File: config.mk
export PLATFORM = sky130hd
export DESIGN_NAME = frame_buffer_manager
export DESIGN_NICKNAME = d
export VERILOG_FILES = /design/src/rtl/fb_pkg.sv /design/src/rtl/vsync_edge_sync.sv /design/src/rtl/frame_buffer_manager.sv
export SDC_FILE = /design/constraint.sdc
export NUM_CORES = 1
export LEC_CHECK = 0
export BUFFER_PORTS_ARGS = -buffer_cell sky130_fd_sc_hd__buf_4
export CORE_UTILIZATION = 30
export CTS_CLUSTER_DIAMETER = 100
export DETAILED_ROUTE_END_ITERATION = 16
export GPL_TIMING_DRIVEN = 0
export PLACE_DENSITY = 0.54
export SYNTH_ARGS = -nofsm -noshare
export SYNTH_HDL_FRONTEND = slang
export SYNTH_SLANG_ARGS = --single-unit
File: constraint.sdc
create_clock -name clk_100Mhz -period 7.4 [get_ports clk_100Mhz]
set_clock_uncertainty 0.1 [all_clocks]
set_input_delay 1.11 -clock clk_100Mhz [delete_from_list [all_inputs] [get_ports clk_100Mhz]]
set_output_delay 1.11 -clock clk_100Mhz [all_outputs]
set_load 0.005 [all_outputs]
File: src/rtl/fb_pkg.sv
// Shared constants and helpers for the frame-buffer manager.
// Buffer indices are carried at MAX_IDX_W bits internally and narrowed at the ports.
package fb_pkg;

  localparam int unsigned FRAME_BYTES_VGA16 = 614400;
  localparam int unsigned MAX_BUFS          = 4;
  localparam int unsigned MAX_IDX_W         = 2;

  typedef logic [MAX_IDX_W-1:0] buf_idx_t;

  typedef struct packed {
    buf_idx_t w;
    buf_idx_t r;
    buf_idx_t p;
    logic     pv;
    logic     stall;
  } buf_state_t;

  function automatic int unsigned idx_w(input int unsigned n);
    return (n <= 2) ? 1 : $clog2(n);
  endfunction

  // Shift/add over the index bits so a constant stride never needs a multiplier.
  function automatic logic [31:0] buf_addr(input logic [31:0] base,
                                           input buf_idx_t    idx,
                                           input logic [31:0] stride);
    logic [31:0] a;
    a = base;
    for (int i = 0; i < int'(MAX_IDX_W); i++) begin
      if (idx[i]) a = a + (stride << i);
    end
    return a;
  endfunction

endpackage

File: src/rtl/vsync_edge_sync.sv
// Brings an asynchronous level into clk_100Mhz with two flops and emits a
// registered one-cycle pulse on its rising edge.
module vsync_edge_sync (
  input  logic clk_100Mhz,
  input  logic rst,
  input  logic level_i,
  output logic pulse_o
);

  logic sync1_q, sync2_q, prev_q, pulse_q;
  logic pulse_d;

  assign pulse_d = sync2_q & ~prev_q;

  always_ff @(posedge clk_100Mhz or posedge rst) begin
    if (rst) begin
      sync1_q <= 1'b0;
      sync2_q <= 1'b0;
      prev_q  <= 1'b0;
      pulse_q <= 1'b0;
    end else begin
      sync1_q <= level_i;
      sync2_q <= sync1_q;
      prev_q  <= sync2_q;
      pulse_q <= pulse_d;
    end
  end

  assign pulse_o = pulse_q;

endmodule

File: src/rtl/frame_buffer_manager.sv
// N-buffer (2..4) DDR frame-buffer arbiter: tracks write/read/pending buffers and
// issues base addresses; the display buffer only swaps on output vsync.
module frame_buffer_manager
  import fb_pkg::*;
#(
  parameter int unsigned NUM_BUFS    = 3,
  parameter logic [31:0] BASE_ADDR   = 32'h1000_0000,
  parameter logic [31:0] FRAME_BYTES = 32'h0009_6000,
  parameter int unsigned CNT_W       = 16
) (
  input  logic                           clk_100Mhz,
  input  logic                           rst,
  input  logic                           wr_frame_done_i,
  input  logic                           rd_vsync_i,
  input  logic                           freeze_i,
  output logic [idx_w(NUM_BUFS)-1:0]     wr_buf_idx_o,
  output logic [idx_w(NUM_BUFS)-1:0]     rd_buf_idx_o,
  output logic [31:0]                    wr_base_addr_o,
  output logic [31:0]                    rd_base_addr_o,
  output logic                           wr_stall_o,
  output logic                           new_frame_o,
  output logic [CNT_W-1:0]               drop_cnt_o,
  output logic [CNT_W-1:0]               repeat_cnt_o
);

  localparam int unsigned IDX_W = idx_w(NUM_BUFS);
  localparam buf_idx_t    R_RST = buf_idx_t'(NUM_BUFS - 1);

  buf_state_t       st_q, st_d;
  logic [CNT_W-1:0] drop_q, drop_d, rep_q, rep_d;
  logic             nf_q, nf_d;
  logic [31:0]      wr_addr_q, rd_addr_q;
  logic             vs_pulse;
  logic             drop_inc, rep_inc;

  vsync_edge_sync u_vs_sync (
    .clk_100Mhz (clk_100Mhz),
    .rst        (rst),
    .level_i    (rd_vsync_i),
    .pulse_o    (vs_pulse)
  );

  function automatic buf_idx_t lowest_free(input buf_idx_t r, input buf_idx_t p, input logic pv);
    buf_idx_t sel;
    sel = '0;
    for (int i = int'(NUM_BUFS) - 1; i >= 0; i--) begin
      if (buf_idx_t'(i) != r && !(pv && buf_idx_t'(i) == p)) sel = buf_idx_t'(i);
    end
    return sel;
  endfunction

  // Frame-done is resolved first; the vsync step then acts on that result, so a
  // frame finishing on the vsync cycle is displayed immediately.
  always_comb begin
    st_d     = st_q;
    drop_d   = drop_q;
    rep_d    = rep_q;
    nf_d     = 1'b0;
    drop_inc = 1'b0;
    rep_inc  = 1'b0;

    if (wr_frame_done_i) begin
      if (NUM_BUFS == 2) begin
        if (st_q.pv) begin
          drop_inc = 1'b1;
        end else begin
          st_d.p     = st_q.w;
          st_d.pv    = 1'b1;
          st_d.stall = 1'b1;
        end
      end else begin
        drop_inc = st_q.pv;
        st_d.p   = st_q.w;
        st_d.pv  = 1'b1;
      end
    end

    if (vs_pulse) begin
      if (!freeze_i && st_d.pv) begin
        st_d.r  = st_d.p;
        st_d.pv = 1'b0;
        nf_d    = 1'b1;
        if (NUM_BUFS == 2) begin
          st_d.w     = st_q.r;
          st_d.stall = 1'b0;
        end
      end else begin
        rep_inc = 1'b1;
      end
    end

    if (NUM_BUFS != 2 && wr_frame_done_i) begin
      st_d.w = lowest_free(st_d.r, st_d.p, st_d.pv);
    end

    if (drop_inc && drop_q != '1) drop_d = drop_q + 1'b1;
    if (rep_inc && rep_q != '1)   rep_d  = rep_q + 1'b1;
  end

  always_ff @(posedge clk_100Mhz or posedge rst) begin
    if (rst) begin
      st_q.w     <= '0;
      st_q.r     <= R_RST;
      st_q.p     <= '0;
      st_q.pv    <= 1'b0;
      st_q.stall <= 1'b0;
      drop_q     <= '0;
      rep_q      <= '0;
      nf_q       <= 1'b0;
      wr_addr_q  <= BASE_ADDR;
      rd_addr_q  <= buf_addr(BASE_ADDR, R_RST, FRAME_BYTES);
    end else begin
      st_q      <= st_d;
      drop_q    <= drop_d;
      rep_q     <= rep_d;
      nf_q      <= nf_d;
      wr_addr_q <= buf_addr(BASE_ADDR, st_d.w, FRAME_BYTES);
      rd_addr_q <= buf_addr(BASE_ADDR, st_d.r, FRAME_BYTES);
    end
  end

  // With two buffers the stalled writer still points at the pending buffer.
  assert property (@(posedge clk_100Mhz) disable iff (rst)
    (st_q.w != st_q.r) &&
    (!st_q.pv || (st_q.r != st_q.p && (NUM_BUFS == 2 || st_q.w != st_q.p))));

  assign wr_buf_idx_o   = st_q.w[IDX_W-1:0];
  assign rd_buf_idx_o   = st_q.r[IDX_W-1:0];
  assign wr_base_addr_o = wr_addr_q;
  assign rd_base_addr_o = rd_addr_q;
  assign wr_stall_o     = st_q.stall;
  assign new_frame_o    = nf_q;
  assign drop_cnt_o     = drop_q;
  assign repeat_cnt_o   = rep_q;

endmodule
# After elaboration in Yosys (flattened, before gate mapping)
# Index checks and enable logic that the tools add are counted.
[totals]
elab_cells = 58
input_bits = 5
reg_bits = 108
[op_classes]
addsub = 4
eq_ne = 6
n_mux = 18
n_bitwise = 2
n_reduce_logical = 15
[ops]
columns = ["cell", "count"]
rows = [
  ["$add 32x21->32 const B", 2],
  ["$mux 32", 2],
  ["$mux 20", 2],
  ["$add 16x1->16 const B", 2],
  ["$ne 16x16->1 const B", 2],
  ["$mux 2", 6],
  ["$logic_and 1x1->1", 9],
  ["$mux 1", 7],
  ["$logic_not 1->1", 4],
  ["$mux 3", 1],
  ["$eq 1x2->1 const A", 1],
  ["$eq 2x2->1 const A", 1],
  ["$logic_not 2->1", 1],
  ["$ne 1x2->1 const A", 1],
  ["$ne 2x2->1 const A", 1],
  ["$reduce_bool 2->1", 1],
  ["$and 1x1->1", 1],
  ["$not 1->1", 1],
]

# Longest topological paths before layout
[depth]
ltp_word = 14
ltp_mapped = 12
ltp_nobuf = 12

# Modules after synthesis
# A second synthesis with hierarchy kept.
[hier_totals]
cells_unflattened = 260
hier_area_um2 = 2822.7
[modules_own_cells]
columns = ["module", "seq_area_each_um2", "area_per_inst_um2", "cells_per_inst", "instances"]
rows = [
  ["frame_buffer_manager", 1204.9, 2705.1, 254, 1],
  ["vsync_edge_sync", 100.1, 117.6, 6, 1],
]

# Worst setup path after synthesis
# No wires, ideal clock.
[synth_path]
kind = "input to register"
from = "in wr_frame_done_i"
to = "reg wr_addr_q[14], in the netlist wr_base_addr_o[14]"
setup_time_ns = 0.113
n_path_buf = 0
cell_stages = 12
required_ns = 7.187
arrival_time_ns = 2.836
setup_slack_ns = 4.352
path_cell_list = "nor2_1 > nor2_1 > nand2_1 > nand2_1 > a21boi_0 > ha_1 > nand2_1 > a21oi_1 > a311oi_2 > o22ai_1 > ha_1 > inv_1"
[synth_between]
elab_chain_cells = 13
[synth_rtl]
columns = ["element", "line", "rtl"]
rows = [
  ["from (decl)", "frame_buffer_manager.sv:13", "input logic wr_frame_done_i,"],
  ["$mux 3", "frame_buffer_manager.sv:62", "if (wr_frame_done_i) begin"],
  ["$logic_and 1x1->1", "frame_buffer_manager.sv:79", "if (!freeze_i && st_d.pv) begin"],
  ["$mux 1", "frame_buffer_manager.sv:79", ""],
  ["$mux 1", "frame_buffer_manager.sv:78", "if (vs_pulse) begin"],
  ["$logic_and 1x1->1", "frame_buffer_manager.sv:47", "if (buf_idx_t'(i) != r && !(pv && buf_idx_t'(i) == p)) sel = buf_idx_t'(i);"],
  ["$logic_not 1->1", "frame_buffer_manager.sv:47", ""],
  ["$logic_and 1x1->1", "frame_buffer_manager.sv:47", ""],
  ["$mux 2 (2 in series)", "frame_buffer_manager.sv:47", ""],
  ["$mux 2 (*)", "frame_buffer_manager.sv:92", "if (NUM_BUFS != 2 && wr_frame_done_i) begin"],
  ["$mux 20", "fb_pkg.sv:30", "if (idx[i]) a = a + (stride << i);"],
  ["$add 32x21->32", "fb_pkg.sv:30", ""],
  ["$mux 32 (*)", "fb_pkg.sv:30", ""],
  ["to (signal assigned)", "frame_buffer_manager.sv:117", "wr_addr_q <= buf_addr(BASE_ADDR, st_d.w, FRAME_BYTES);"],
  ["to (decl)", "frame_buffer_manager.sv:32", "logic [31:0] wr_addr_q, rd_addr_q;"],
]
# Every way passes the cells marked *; elsewhere a longest branch is shown, timed or not.
# A chain may end at the register's enable or synchronous reset.

==> results.py <==
metrics = {
    "clocking": {
        "clockRootBuffer": "clkbuf_8",
        "clock-sinks": 52,
        "clockBufferDepth": 2,
        "post_cts_resized": 0,
        "cts_tree": "yes",
        "clock_latency_ns": 0.30,
        "holdBufCountCts": 0,
        "cts_setup_buffers": 0,
        "cts_made_buffers": 5,
        "path_clk_slew_ns": 0.09,
        "htree_levels": 2,
    },
    "grt": {
        "grt_max_degree": 37,
        "antenna_found_initial": 0,
        "grt_first_pass_wirelength_mm": 8.25,
        "grt_use_total": 0.107,
        "gr-total-overflow": 0,
        "first_global_vias": 1722,
    },
    "power_and_ir_drop": {
        "vdd_drop_max_mv": 0.121,
        "p_seq_frac": 0.435,
        "p_per_area_nw_per_um2": 267,
        "p_leak_nw": 1.92,
        "swShare": 0.310,
        "power_frac_clock": 0.197,
        "internal_power_mw": 0.672,
        "power_frac_comb": 0.368,
        "p_sw_mw": 0.301,
    },
    "detailed_routing": {
        "vias": 1903,
        "drc": 5,
        "firstDrtPassIters": 12,
        "avgRoutedWirePerCell_um": 10.4,
        "drt_iter0_drc": 53,
        "via_per_inst": 4.03,
        "detail_route.wirelength_mm": 4.89,
        "antenna_left": 0,
    },
    "finish": {
        "antennaDiodeCount": 0,
        "fill_cells": 912,
        "nets": 377,
        "fin_area_um2": 3650,
        "area_delta_synth_final_pct": 31.2,
        "drive_gt1_frac": 0.393,
    },
    "critical_path": {
        "worstPathMaxFanout": 6,
        "crit_type": "input port to flop",
        "worst_setup_path_end_kind": "flop",
        "timing.rr.end": "wr_base_addr_o[14]",
        "cp-startpoint": "wr_frame_done_i",
        "critPathArrivalTime_ns": 3.24,
        "r2r_cells": 11,
        "worst_setup_path_start_kind": "input port",
        "rr_startpoint": "st_q[1]",
        "critPathRequiredTime_ns": 7.50,
        "ff2ff_setup_slack_ns": 4.72,
    },
    "timing": {
        "layout_min_cycle_time_ns": 3.14,
        "grt_setup_unrepaired": "false",
        "hold_viol_final": 0,
        "setup_viol": 0,
        "clock.fmax_mhz": 319,
        "fin_crit_sh": 0.424,
        "fin_setup_tns_ns": 0,
        "report.final.slew_viol_count": 0,
    },
    "floorplan": {
        "coreArea_um2": 8850,
        "start_util": 0.314,
        "num_io_pins": 107,
        "die_area_um2": 9660,
        "fp.dieW_um": 98.3,
        "dieHeight_um": 98.3,
        "row_count": 34,
    },
    "synth": {
        "syn_inst": 251,
        "avgSynthCellArea_um2": 11.1,
        "synth_area_leaders": "dfrtp_1, buf_4, xnor2_1",
        "yosysTopAreaCell": "dfrtp_1",
        "syn_area_um2": 2780,
        "yosysUniqueCellTypes": 39,
        "synth_top_area_frac": 0.441,
        "yosysSeqAreaShare": 0.469,
        "synth-seq-cells": 52,
        "yosysMostFrequentCell": "buf_4",
        "async_reset_ff_frac": 1.00,
        "synthTopCellsByCount": "buf_4, dfrtp_1, xnor2_1",
        "ys_warn_count": 0,
        "synth_top_flop_cell": "dfrtp_1",
        "synth_edf_count": 0,
    },
    "status": {
        "outcome": "complete, but fails checks",
        "violations": "design-rule violations",
    },
    "hold_path": {
        "worstHoldPathType": "flop to flop",
        "min_to": "u_vs_sync.sync2_q",
        "hold_start": "u_vs_sync.sync1_q",
        "whs_path_depth": 0,
    },
    "place": {
        "numPortBuffers": 57,
        "post_dp_cell_area_um2": 3540,
        "place_hpwl_mm": 3.76,
        "gp_congestion": 0.715,
    },
    "flow_run": {
        "maxCapViolCount": 0,
    },
}
-- power groups by stage --
| stage | sequential [mW] | combinational [mW] | clock, mW |
|---|---|---|---|
| 2_1_floorplan | 0.420 | 0.205 | 0 |
| 3_5_place_dp | 0.430 | 0.363 | 0 |
| 4_1_cts | 0.425 | 0.365 | 0.201 |
| 3_3_place_gp | 0.429 | 0.359 | 0 |
| 5_1_grt | 0.438 | 0.397 | 0.216 |
| 6_report | 0.424 | 0.358 | 0.191 |
-- cells in the final DEF, fill, tap and decap left out, types with 2 or more instances in the layout --
cell,n
and3_1,7
dfrtp_1,49
nand2_1,14
nor3_1,3
nand4_1,5
ha_1,9
a31oi_1,2
inv_2,2
and4_1,4
nand3_1,15
dfstp_2,3
mux2_2,4
o22ai_1,2
xnor2_1,20
buf_4,119
inv_1,7
xor2_1,7
mux2i_1,3
conb_1,49
clkbuf_8,5
a21oi_1,7
nor2_1,6
-- per-layer routing --
metal	share of wire	wire length, um	track usage
met1	0.45	2190	0.133
met5	0	0	0
met3	0.066	323	0.0329
met4	0.0090	44	0.0344
met2	0.48	2330	0.177
-- sequential cells by signal, summed over array words and instances, names as in the netlist, named ones only --
register / flops
drop_cnt_o: 16
new_frame_o: 1
rd_base_addr_o: 5
rd_buf_idx_o: 1
repeat_cnt_o: 16
st_q: 3
u_vs_sync.prev_q: 1
u_vs_sync.pulse_o: 1
u_vs_sync.sync1_q: 1
u_vs_sync.sync2_q: 1
wr_base_addr_o: 4
wr_buf_idx_o: 1
-- layout make-up --
cell class,instances,area (um^2),area share
multi-input combinational,175,1150,0.316
sequential,52,1310,0.358
buffer,62,465,0.128
clock buffer,6,72.6,0.0199
timing repair buffer,58,448,0.123
clock inverter,2,35.0,0.00960
inverter,9,33.8,0.00926
tap,108,135,0.0370
-- how the worst max path moves through the flow --
| stage | depth (start not counted) | slack [ns] | endpoint |
|---|---|---|---|
| finish | 12 | 4.26 | wr_base_addr_o[14] |
| floorplan | 12 | 4.35 | wr_base_addr_o[14] |
| global placement | 12 | 3.96 | wr_base_addr_o[14] |
| global route | 12 | 4.05 | wr_base_addr_o[14] |
| CTS | 12 | 4.24 | wr_base_addr_o[14] |
| detailed placement | 12 | 3.93 | wr_base_addr_o[14] |
-- through the flow --
step	util	setup slack, ns	hold WS, ns	power (mW)	cells
after floorplan	-	4.35	0.231	0.625	298
after global placement	0.398	3.96	0.233	0.788	463
after detailed placement	0.400	3.93	0.236	0.793	464
after CTS	0.412	4.24	0.259	0.991	472
after global routing	0.412	4.05	0.280	1.05	472
final	0.412	4.26	0.254	0.974	472
-- worst max-delay path, cell delays in order --
cell and delay, ns:
buf_4 0.12, nor2_1 0.34, nor2_1 0.08, nand2_1 0.16, o21ai_0 0.17, ha_1 0.30, nand2_1 0.08, a21oi_1 0.05
a311oi_2 0.32, o22ai_1 0.18, ha_1 0.30, inv_1 0.03
-- cell families after synthesis --
group,Yosys count,synth area share
flip-flops,52,0.469
multiplexers,8,0.0351
other,2,0.00270
XOR/XNOR,27,0.0850
AND/OR/NAND/NOR,60,0.121
buffers and inverters,71,0.179
AO/OA/AOI/OAI,22,0.0670
adder cells (fa/ha/maj),9,0.0405
(Power assumes the default switching activity.)
